--- config.mk ---
export PLATFORM = sky130hd
export DESIGN_NAME = mux_scan_sequencer
export DESIGN_NICKNAME = d
export VERILOG_FILES = /design/src/rtl/mux_scan_sequencer.sv
export SDC_FILE = /design/constraint.sdc
export NUM_CORES = 1
export LEC_CHECK = 0
export ABC_AREA = 1
export CAP_MARGIN = 0
export CORE_ASPECT_RATIO = 1.5
export CORE_UTILIZATION = 52
export CTS_CLUSTER_SIZE = 12
export DETAILED_ROUTE_END_ITERATION = 7
export PLACE_DENSITY = 0.87
export SKIP_CTS_REPAIR_TIMING = 1
export SYNTH_ARGS = -nofsm -noshare
export SYNTH_HDL_FRONTEND = slang
export SYNTH_SLANG_ARGS = --single-unit
--- constraint.sdc ---
create_clock -name clk -period 1.4 [get_ports clk]
set_input_delay 0.28 -clock clk [delete_from_list [all_inputs] [get_ports clk]]
set_output_delay 0.28 -clock clk [all_outputs]
set_load 0.01 [all_outputs]
--- src/rtl/mux_scan_sequencer.sv ---
// Sequencer for a 4:1 single-bit mux: steps sel over the enabled channels, waits
// SETTLE_CYC cycles per channel and captures y. Optional SCAN_SWEEP_DONE_EN adds sweep_done.
module mux_scan_sequencer #(
  parameter int SETTLE_CYC = 2,
  parameter int CNT_W      = 8
) (
  input  logic       clk,
  input  logic       rst,
  input  logic       start,
  input  logic       stop,
  input  logic       cont,
  input  logic [3:0] ch_mask,
  input  logic       y,
  output logic [1:0] sel,
  output logic       busy,
  output logic       sample_stb,
  output logic       sample_bit,
  output logic [1:0] sample_ch,
  output logic       err_mask
`ifdef SCAN_SWEEP_DONE_EN
  ,
  output logic       sweep_done
`endif
);

  typedef enum logic {IDLE, SCAN} state_t;

  localparam logic [CNT_W-1:0] SETTLE_LD = CNT_W'(SETTLE_CYC);
  localparam logic [CNT_W-1:0] CNT_ONE   = CNT_W'(1);

  state_t           state_q;
  logic [3:0]       mask_q;
  logic             cont_q;
  logic [CNT_W-1:0] cnt_q;
  logic [1:0]       sel_q;
  logic             busy_q;
  logic             stb_q;
  logic             bit_q;
  logic [1:0]       ch_q;
  logic             err_q;
`ifdef SCAN_SWEEP_DONE_EN
  logic             done_q;
`endif

  logic [1:0]       next_sel_d;
  logic             last_ch_d;

  function automatic logic [1:0] lowest_ch(input logic [3:0] m);
    logic [1:0] r;
    r = 2'd0;
    for (int i = 3; i >= 0; i--) begin
      if (m[i]) r = 2'(i);
    end
    return r;
  endfunction

  // Descending search so the last hit is the nearest enabled channel above sel;
  // no hit means sel is the highest enabled channel and the scan wraps.
  always_comb begin
    next_sel_d = lowest_ch(mask_q);
    last_ch_d  = 1'b1;
    for (int i = 3; i >= 0; i--) begin
      if (mask_q[i] && (i > int'(sel_q))) begin
        next_sel_d = 2'(i);
        last_ch_d  = 1'b0;
      end
    end
  end

  always_ff @(posedge clk) begin
    if (rst) begin
      state_q <= IDLE;
      mask_q  <= 4'd0;
      cont_q  <= 1'b0;
      cnt_q   <= '0;
      sel_q   <= 2'd0;
      busy_q  <= 1'b0;
      stb_q   <= 1'b0;
      bit_q   <= 1'b0;
      ch_q    <= 2'd0;
      err_q   <= 1'b0;
`ifdef SCAN_SWEEP_DONE_EN
      done_q  <= 1'b0;
`endif
    end else begin
      stb_q  <= 1'b0;
      err_q  <= 1'b0;
`ifdef SCAN_SWEEP_DONE_EN
      done_q <= 1'b0;
`endif
      case (state_q)
        IDLE: begin
          if (start && !stop) begin
            if (ch_mask != 4'd0) begin
              mask_q  <= ch_mask;
              cont_q  <= cont;
              sel_q   <= lowest_ch(ch_mask);
              cnt_q   <= SETTLE_LD;
              busy_q  <= 1'b1;
              state_q <= SCAN;
            end else begin
              err_q <= 1'b1;
            end
          end
        end
        SCAN: begin
          if (stop) begin
            state_q <= IDLE;
            busy_q  <= 1'b0;
          end else if (cnt_q == CNT_ONE) begin
            bit_q  <= y;
            ch_q   <= sel_q;
            stb_q  <= 1'b1;
            cnt_q  <= SETTLE_LD;
`ifdef SCAN_SWEEP_DONE_EN
            done_q <= last_ch_d;
`endif
            // End of a single sweep leaves sel on the last channel sampled.
            if (last_ch_d && !cont_q) begin
              state_q <= IDLE;
              busy_q  <= 1'b0;
            end else begin
              sel_q <= next_sel_d;
            end
          end else begin
            cnt_q <= cnt_q - CNT_ONE;
          end
        end
        default: state_q <= IDLE;
      endcase
    end
  end

  // busy is the registered view of the FSM state (1 = SCAN).
  assign sel        = sel_q;
  assign busy       = busy_q;
  assign sample_stb = stb_q;
  assign sample_bit = bit_q;
  assign sample_ch  = ch_q;
  assign err_mask   = err_q;
`ifdef SCAN_SWEEP_DONE_EN
  assign sweep_done = done_q;
`endif

endmodule

# Yosys cells after proc, flatten, opt, wreduce, memory -nomap -nowiden
# Index checks and enable logic that the tools add are counted.
[word_totals]
register_bits = 22
output_inout_bits = 8
word_cells = 79
[op_classes]
addsub = 1
order_cmp = 3
n_eq_ne = 8
muxes = 39
n_bitwise = 3
reduce_logical = 15
[op_table]
columns = ["cell", "count"]
rows = [
  ["$mux 2", 16],
  ["$mux 8", 4],
  ["$pmux 8 s2", 1],
  ["$mux 1", 15],
  ["$reduce_and 3->1", 3],
  ["$eq 8x1->1 const B", 1],
  ["$ne 2x2->1 const B", 4],
  ["$sub 8x1->8 const B", 1],
  ["$ne 3x2->1 const B", 2],
  ["$reduce_or 3->1", 2],
  ["$logic_and 1x1->1", 5],
  ["$reduce_and 5->1", 1],
  ["$gt 2x2->1 const A", 2],
  ["$pmux 1 s2", 2],
  ["$pmux 2 s2", 1],
  ["$reduce_and 4->1", 1],
  ["$reduce_bool 4->1", 1],
  ["$not 1->1", 3],
  ["$gt 1x2->1 const A", 1],
  ["$logic_not 1->1", 2],
  ["$ne 2x1->1 const B", 1],
]

# Depth between registers and ports, before layout
[logic_depth]
word_depth = 11
mapped_depth = 9
mapped_depth_nobuf = 9

# Worst setup path before layout
# Ideal clock, no wire load.
[synth_timing]
path_kind = "register to register"
start = "register cnt_q[1]"
end = "register cnt_q[6]"
t_arrival_ns = 1.067
slack_ns = 0.220
path_stages_with_launch = 10
n_path_buf = 0
period_less_slack_ns = 1.180
path_cell_list = "dfxtp_1 inv_1 ha_1 nand2_1 o21ai_2 nand2_1 nand2_2 inv_1 o21ai_1 nor2_1"
[synth_between]
elab_chain_cells = 4
[synth_rtl]
columns = ["item", "line", "source"]
rows = [
  ["start, declared", "34", "logic [CNT_W-1:0] cnt_q;"],
  ["start signal, assigned", "126", "cnt_q <= cnt_q - CNT_ONE;"],
  ["$sub 8x1->8 / $eq 8x1->1 (equally long branches)", "126, 110", ""],
  ["$mux 8 *", "110", "end else if (cnt_q == CNT_ONE) begin"],
  ["$mux 8 *", "107", "if (stop) begin"],
  ["$pmux 8 s2 *", "91", "case (state_q)"],
]
# Every way passes the cells marked *; elsewhere a longest branch is shown, timed or not. The select of a mux whose other input is x is not followed.
# A chain may end at the register's enable or synchronous reset.

# Worst setup path after layout
[layout_timing]
start = "register cnt_q[2]"
end = "register cnt_q[6]"
# Same word-level chain as after synthesis.

==> metrics.csv <==
stage,metric,value,unit
global_routing,grt_start_max_net_pins,14,
global_routing,use_met3,0.0226,
place,gp_congestion,0.828,
synth,synth-main-ff-cell,dfxtp_1,
power_and_ir_drop,leakage,0.000859,µW
cts,cts_sinks,22,
synth,syn_nets,172,
detailed_routing,drt_first_pass_iters,4,
die,start_util,0.561,
synth,synth_seq_area_share,0.383,
critical_path,cp_data_arrival_time,1.64,ns
critical_path,crit_cells,8,
synth,syn_avg_cell_area,7.19,µm²
cts,clkLatencyLatePin,0.31,ns
die,io_pins,18,
synth,synth-seq-cells,22,
run_status,violations,negative setup slack,
sta,final_hold_viol_count,0,
critical_path,max_stage_delay,0.38,ns
sta,max_freq,0.704,GHz
critical_path,cpLargestDelayFamily,simple AND/OR/NAND/NOR gates,
critical_path,crit_type,reg2reg,
sta,period_share,1.01,
detailed_routing,drtIter0Drc,35,
critical_path,cp.required,1.62,ns
critical_path,path_cells,nor2_4 -> nand2_1 -> o21ai_4 -> nand2_4 -> nand2_4 -> inv_1 -> o21ai_1 -> nor2_1,
sta,drv_slew,0,
final_layout,antennaDiodeCount,0,
critical_path,critPathSlowestCell,dfxtp_1,
global_routing,grt-busiest-layer,met2,
critical_path,r2r_cells,8,
synth,syn_inst,160,
critical_path,crit_top_cell,nand2_4,
detailed_routing,ant_nets,0,
synth,synth_area,0.00115,mm²
global_routing,grt-ovfl-total,0,
final_layout,fin_util,0.756,
critical_path,path_buf_inv,1,
sta,finalSetupViolations,1,
critical_path,worstSetupStartpoint,cnt_q[2]$_SDFFE_PP0P_,
cts,clk_pin_slew,0.12,ns
detailed_routing,wl_per_cell,13.2,µm
detailed_routing,via_per_inst,5.31,
run_status,outcome,finished with violations,
synth,synth_edf_count,0,
sta,worst_pin_slew,0.391,ns
place,dp_hpwl,2.12,mm
global_routing,grt_pass1_wl,4.13,mm
critical_path,r2r-end,cnt_q[6]$_SDFFE_PP0P_,
synth,synth.distinct_cells,26,
sta,fin_skew,0.00376,ns
final_layout,fillers,152,
die,coreArea,0.00205,mm²
synth,yosysWarnings,0,
cts,cts-htree-levels,1,
critical_path,reg2reg_slack,-0.02,ns
global_routing,track_usage,0.249,
cts,cts_tree,yes,
global_routing,grt_util_met1,0.240,
synth,yosys.area.top_type_share,0.383,
place,dpl.cell_count,209,
die,die_x,40.4,µm
sta,fin_crit,1.42,ns
die,dieArea,0.00241,mm²
critical_path,cp_max_fo,6,
synth,synthArstFlopShare,0,
min_path,min-delay-path-class,in2reg,
final_layout,area_growth,34.8,%
flow_run,max-cap-violations,0,
power_and_ir_drop,ir_drop,0.656,mV
die,rows,20,
place,portBuffers,17,
power_and_ir_drop,power.density,912,mW/mm²
critical_path,critPathLaunchType,flip-flop,
cts,cts_buffers,3,
place,preCtsSetupSlack,-0.347,ns
final_layout,nNetsFinal,208,
global_routing,grt_pass1_vias,1081,
detailed_routing,vias,1148,
critical_path,endpoint_kind,flip-flop,
global_routing,use_met2,0.456,
global_routing,antenna_found_initial,0,
critical_path,endpoint,cnt_q[6]$_SDFFE_PP0P_,
critical_path,rr_startpoint,cnt_q[2]$_SDFFE_PP0P_,
final_layout,stdcell_count,216,
final_layout,drive_gt1_frac,0.222,
detailed_routing,drt_wl_total,2.86,mm
cts,clock_path_buffers,2,
synth,yosys.area.top_type,dfxtp_1,
sta,hold_ws,0.287,ns
sta,max_slew_margin,0.739,
detailed_routing,drc,0,
sta,worst_slack,-0.0196,ns
synth,ys_top_cells_by_area,"dfxtp_1, nand2_1, inv_1",
cts,clock_tree.root_cell,clkbuf_4,
die,die_h,59.6,µm
[synthesized netlist by cell type, types with 2 or more instances]
| master | instances |
|---|---|
| nor2_2 | 3 |
| o21ai_0 | 11 |
| dfxtp_1 | 22 |
| nand3_1 | 10 |
| nand2_2 | 3 |
| ha_1 | 2 |
| nand2_4 | 3 |
| nor3_1 | 2 |
| nand4_1 | 4 |
| inv_1 | 24 |
| xor2_1 | 2 |
| nor2_1 | 21 |
| o21ai_1 | 2 |
| nand2_1 | 30 |
| a21oi_1 | 10 |
[registers in the layout (all words and copies together), names as in the netlist]
register,flops
state_q,1
cont_q,1
sel,2
sample_ch,2
sample_stb,1
sample_bit,1
cnt_q,8
busy,1
mask_q,4
err_mask,1
[where the power goes]
group / internal [µW] / switching (µW) / total [µW] / leakage (µW)
combinational: 178 / 232 / 410 / 0.000665
clock: 101 / 191 / 292 / 0.0000138
sequential: 671 / 42.6 / 714 / 0.000181
[per-stage QoR]
stage / setup TNS, ns / power (µW) / cell area, µm²
2_1_floorplan: 0 / 969 / 1150
3_3_place_gp: -3.16 / 1070 / 1420
3_5_place_dp: -4.41 / 1090 / 1420
4_1_cts: -0.752 / 1370 / 1440
5_1_grt: -0.147 / 1490 / 1550
6_report: -0.0196 / 1420 / 1550
[metal layers]
metal	wire, µm	share of wire
met1	1050	0.37
met2	1630	0.57
met5	0	0
met3	60	0.021
met4	121	0.042
[worst min path at each step]
stage / slack, ns / depth (start not counted) / end / start
finish: 0.29 / 3 / mask_q[3]$_SDFFE_PP0P_ / ch_mask[3]
global route: 0.30 / 3 / mask_q[3]$_SDFFE_PP0P_ / ch_mask[3]
CTS: 0.49 / 2 / mask_q[0]$_SDFFE_PP0P_ / mask_q[0]$_SDFFE_PP0P_
detailed placement: 0.48 / 2 / mask_q[0]$_SDFFE_PP0P_ / mask_q[0]$_SDFFE_PP0P_
global placement: 0.46 / 2 / mask_q[0]$_SDFFE_PP0P_ / mask_q[0]$_SDFFE_PP0P_
floorplan: 0.35 / 1 / cnt_q[1]$_SDFFE_PP0P_ / rst
[layout by cell type (no fill, tap or decap), drive strengths merged, types with 3 or more instances in the layout]
cell type,netlist,final
o21ai,14,14
clkdlybuf4s50,0,8
inv,25,25
dlymetal6s2s,0,9
nand3,11,11
xor2,3,3
dfxtp,22,22
nor3,3,3
nand2,36,36
a21oi,10,10
nor2,24,24
clkbuf,1,3
buf,1,16
nand4,4,4
[kinds of logic after synthesis]
family                   after synthesis  share of synthesized area
adder cells (fa/ha/maj)                2                     0.0217
AND/OR/NAND/NOR                       80                      0.343
XOR/XNOR                               3                     0.0294
AO/OA/AOI/OAI                         26                      0.121
buffers and inverters                 27                      0.102
flip-flops                            22                      0.383
[worst reg2reg max path, delay by kind of cell, from the launching register on]
kind / cells / cell delay (ns)
AOI/OAI and AO/OA: 2 / 0.35
buffers and inverters: 1 / 0.05
DFF: 1 / 0.38
and+or+nand+nor: 5 / 0.54
[layout make-up]
cell class / instances / area, µm² / share of cell area
repair buffers: 33 / 313 / 0.202
flip-flops and latches: 22 / 444 / 0.286
clock buffers: 3 / 22.5 / 0.0145
multi-input cells: 111 / 651 / 0.419
well taps: 22 / 27.5 / 0.0177
inverters: 25 / 93.8 / 0.0605
Power figures use the tool's default switching activity.
